`src/rtl/unbiased_rounding.sv`:
```
// ============================================================================
// unbiased_rounding -- 2-stage convergent (round-half-even) rounding + saturation
// Rev 1.0 -- initial release
// ============================================================================
`default_nettype none

module unbiased_rounding #(
  parameter int WIDTH_IN  = 32,
  parameter int WIDTH_OUT = 16,
  parameter bit IS_SIGNED = 1'b1
) (
  input  logic                 clk,
  input  logic                 rst,
  input  logic                 ena,
  input  logic [WIDTH_IN-1:0]  din,
  output logic [WIDTH_OUT-1:0] dout
);

  localparam int DIFF = WIDTH_IN - WIDTH_OUT;
  localparam logic [WIDTH_OUT-1:0] SAT_MAX_S = {1'b0, {(WIDTH_OUT-1){1'b1}}};
  localparam logic [WIDTH_OUT-1:0] SAT_MIN_S = {1'b1, {(WIDTH_OUT-1){1'b0}}};

  logic                 w_lsb;
  logic                 w_guard;
  logic                 w_sticky;
  logic                 w_inc;
  logic [WIDTH_OUT-1:0] r_trunc;
  logic                 r_inc;
  logic [WIDTH_OUT:0]   w_ext;
  logic [WIDTH_OUT:0]   w_sum;
  logic [WIDTH_OUT-1:0] w_sat;

  assign w_lsb   = din[DIFF];
  assign w_guard = din[DIFF-1];

  generate
    if (DIFF > 1) begin : g_sticky_or
      assign w_sticky = |din[DIFF-2:0];
    end else begin : g_sticky_none
      assign w_sticky = 1'b0;
    end
  endgenerate

  // Round up above half, and on an exact half only when the kept part is odd.
  assign w_inc = w_guard & (w_sticky | w_lsb);

  always_ff @(posedge clk) begin
    if (rst) begin
      r_trunc <= '0;
      r_inc   <= 1'b0;
    end else if (ena) begin
      r_trunc <= din[WIDTH_IN-1:DIFF];
      r_inc   <= w_inc;
    end
  end

  assign w_ext = {(IS_SIGNED ? r_trunc[WIDTH_OUT-1] : 1'b0), r_trunc};
  assign w_sum = w_ext + {{WIDTH_OUT{1'b0}}, r_inc};

  // One extra sum bit exposes overflow without wrap-around.
  always_comb begin
    w_sat = w_sum[WIDTH_OUT-1:0];
    if (IS_SIGNED) begin
      if (w_sum[WIDTH_OUT] != w_sum[WIDTH_OUT-1])
        w_sat = w_sum[WIDTH_OUT] ? SAT_MIN_S : SAT_MAX_S;
    end else if (w_sum[WIDTH_OUT]) begin
      w_sat = '1;
    end
  end

  always_ff @(posedge clk) begin
    if (rst)
      dout <= '0;
    else if (ena)
      dout <= w_sat;
  end

endmodule

`default_nettype wire

```
`config.mk`:
```
export PLATFORM = sky130hd
export DESIGN_NAME = unbiased_rounding
export DESIGN_NICKNAME = d
export VERILOG_FILES = /design/src/rtl/unbiased_rounding.sv
export SDC_FILE = /design/constraint.sdc
export NUM_CORES = 1
export LEC_CHECK = 0
export CORE_ASPECT_RATIO = 0.8
export CORE_UTILIZATION = 49
export CTS_CLUSTER_SIZE = 8
export DETAILED_ROUTE_END_ITERATION = 10
export PLACE_DENSITY = 0.93
export REMOVE_ABC_BUFFERS = 1
export SYNTH_ARGS = -nofsm -noshare
export SYNTH_HDL_FRONTEND = slang
export SYNTH_SLANG_ARGS = --single-unit
```
`constraint.sdc`:
```
create_clock -name clk -period 5.67 [get_ports clk]
set_input_delay 1.134 -clock clk [delete_from_list [all_inputs] [get_ports clk]]
set_output_delay 1.134 -clock clk [all_outputs]
set_load 0.1 [all_outputs]
```
# Word level (Yosys, flattened, before mapping)
# Index checks and enable logic that the tools add are counted.
dict set report classes {
  add_sub_neg 1
  multipliers 0
  n_div 0
  magnitude_cmp 0
  eq_ne 1
  shift 0
  mux 2
  bitwise_logic 2
  n_reduce_logical 1
}
# operator count
set ops {}
lappend ops {{$mux W16} 2}
lappend ops {{$add A16 B2 Y17} 1}
lappend ops {{$reduce_or A15 Y1} 1}
lappend ops {{$and A1 B1 Y1} 1}
lappend ops {{$ne A1 B1 Y1} 1}
lappend ops {{$or A1 B1 Y1} 1}
dict set report word_totals {
  ff_bits 33
  latchBits 0
  mem_bits_rw 0
  romBits 0
  memories 0
}

# Depth between registers and ports, before layout
dict set report depth {
  depth_word 3
  mapped_depth 7
  ltp_nobuf 7
}

# Worst setup path after synthesis
# OpenSTA, ideal clock, no wires.
dict set report synth_timing {
  path_kind {in2reg}
  startpoint {input ena}
  endpoint {register r_trunc[15]}
  setup_ns 0.128
  arrival_time_ns 2.069
  required_ns 5.542
  setup_slack_ns 3.473
  path_stages 4
  n_path_buf 2
  cell_sequence {clkbuf_1 clkbuf_1 mux2i_1 nor2_1}
}
# item line_no
set synth_rtl {}
lappend synth_rtl {{start: declaration} 14} ;# input logic ena,
lappend synth_rtl {{end signal: assignment} 52} ;# r_trunc <= din[WIDTH_IN-1:DIFF];
lappend synth_rtl {{end: declaration} 27} ;# logic [WIDTH_OUT-1:0] r_trunc;

# Worst setup path after layout
dict set report layout_timing {
  startpoint {register dout[14]}
  endpoint {output dout[14]}
}
# item line_no
set layout_rtl {}
lappend layout_rtl {{start: declaration} 16} ;# output logic [WIDTH_OUT-1:0] dout
lappend layout_rtl {{start signal: assignment} 75} ;# dout <= w_sat;
# No word-level cell between the ends.

==> metrics.txt <==
status=finished clean; share of power burned in registers=0.465; Clock transition at path regs=70 ps; fillers=230; DR WL/cell=13.9 um; fin crit period=2940 ps; Hold WS=482 ps; remaining antenna violation count=0; crit-path max cell delay=1140 ps; Crit Path Max Fanout=2; vias per std cell=5.57; clock share of power=0.309; CTS Buf Count=5; Yosys cell types=32; Crit. End Element=primary output; CP top delay family=buffers and inverters; largest net degree at the start of global routing=37; Psw=0.180 mW; share of cells above drive strength 1=0.0586; TritonCTS clock tree=built; vias in the first global route=around 1,200; Sw Share=0.321; # rows=17; Post-Syn Instances=174; post-CTS setup buffers=0; asr flop ratio synth=0; IO Pins=51; DRT iter0 DRCs=81; # diodes=0; critical path launch point=dout[14]; Synth area leaders=dfxtp_1 43%, mux2i_1 10%, nor2_1 8.5%, a211oi_1 6.8%, nor4_1 2.4%; Layout area overhead=38.4%; top cell type's share of synthesized area=0.426; worst-margin pin slew=between 1000 and 1500 ps; top cells by count, synth=35 x nor2_1, 33 x dfxtp_1, 16 x mux2i_1; Post-synth EDFFs=0; hold path start=dout[1]; clock buffer depth=2; slowest CP cell=clkdlybuf4s50_1; Initial Util=0.540; GP Congestion=0.845; Internal=~0.38 mW; core area=0.00287 mm^2; register area=roughly 660 um^2; number of setup violations in the final report=0; R2R Setup Slk=3500 ps; nets@finish=roughly 260; pwr dens=roughly 260 mW/mm^2; final hold violations=0; TNS Setup=0 ps; synthesized area per cell=between 8 and 9 um^2; Comb power frac=0.226; Post-Place Cells=252; PostCTS Resize Cnt=0; synthesized flop and latch total=33; hold-fix buffers at CTS=0; WP data required=4540 ps; unrepaired setup endpoints after global routing=false; number of remaining DRC errors=0; clock sinks=33; Max Freq=0.340 GHz; IO buf count=50; leak pwr=0.796 nW; Placed Area=0.00206 mm^2; DP Wirelength=2530 um; Slew HR=0.203; gr ovfl total=0; peak supply drop=178 uV; crit path buf inv count=1; worst hold path type=flip-flop to flip-flop; die area=roughly 0.0034 mm^2; Warnings, synthesis=0; Max Cap Violations=0; Multi-input gate area=around 840 um^2; Top FF cell, synth=dfxtp_1; die height=52.3 um; DR pass1 iterations=4; DR vias=1,449; CP cell instances=clkdlybuf4s50_1; fin crit share=0.518; cell taking the most area after synthesis=dfxtp_1; CTS root buf=clkbuf_8; Post-Route WL=between 3000 and 4000 um; H-tree levels=2; Post-Route Skew=between 4 and 5 ps; antenna violations before repair=0; first-pass GRT wire length=5730 um; Arrival @ worst endpoint=1810 ps; Clk Latency, worst-skew pair=290 ps; top-count cell post-synth=nor2_1; FF-to-FF Start=r_trunc[5]; Setup crit start kind=flip-flop; sequential element share of the synthesized area=0.426; Die Width=64.9 um; Finished Layout Cells=260; Slew Viols, Final=0; post-route cell area=0.00215 mm^2; Tot GR Track Use=0.230; CP Class=flip-flop to primary output; Post-Synthesis Cell Area=0.00155 mm^2
## layer usage
| layer | vias up | GRT usage | wire length, um |
|---|---|---|---|
| met5 | - | 0 | 0 |
| met1 | 669 | 0.311 | 1740 |
| met2 | 53 | 0.340 | 1600 |
| li1 | 720 | - | - |
| met4 | 0 | 0.100 | 55 |
| met3 | 7 | 0.0652 | 221 |
## kinds of logic (layout without fill, tap and decap cells)
kind of cell,count (synthesis),after routing,share of synthesized area
adder cells (fa/ha/maj),2,2,0.0161
AND/OR/NAND/NOR,73,73,0.231
multiplexers,16,16,0.103
buffers and inverters,13,61,0.0347
flip-flops,33,33,0.426
XOR/XNOR,8,8,0.0452
AO/OA/AOI/OAI,29,29,0.144
## area by class of cell
cell class                 count  area share
clock buffer                   5      0.0321
clock inverter                 3     0.00816
inverter                       2     0.00350
multi-input combinational    128       0.390
sequential                    33       0.308
tap                           38      0.0221
timing repair buffer          51       0.237
## sequential cells by signal (all words and copies together), names as in the netlist
register / flops
dout: 16
r_trunc: 16
r_inc: 1
## metrics by stage
stage / setup WS [ps] / total power, mW / util
finish: 2730 / 0.559 / 0.748
global route: 2700 / 0.584 / 0.748
CTS: 2730 / 0.564 / 0.748
detailed placement: 2560 / 0.391 / 0.718
global placement: 2620 / 0.388 / 0.718
floorplan: 3610 / 0.339 / -
## worst paths after layout
check,depth (start not counted),to
max,1,dout[14]
max reg2reg,5,dout[4]
min,2,dout[1]
min reg2reg,2,dout[1]
## layout by cell type, fill, tap and decap left out, drive strengths merged
cell type      instances
nand3                  7
and4                   2
clkinv                 2
nor4                   6
a31oi                  2
or2                    1
o211ai                 4
buf                    1
dfxtp                 33
nand3b                 1
clkinvlp               1
clkdlybuf4s50         50
nand2b                 2
nor2                  35
a211oi                15
a21oi                  2
or3                    2
xor2                   4
or4                    1
nand4                  5
o31a                   1
clkbuf                 5
inv                    2
a21boi                 1
nor3                   3
a41o                   1
nand2                  8
o21ai                  3
ha                     2
mux2i                 16
xnor2                  4
## power groups by stage
stage | Combinational [mW] | Sequential, mW | Clock (mW)
after floorplan | 0.0269 | 0.312 | 0
after global placement | 0.124 | 0.264 | 0
after detailed placement | 0.126 | 0.265 | 0
after CTS | 0.127 | 0.260 | 0.177
after global routing | 0.133 | 0.262 | 0.189
final | 0.126 | 0.260 | 0.173
Power figures use the tool's default switching activity.
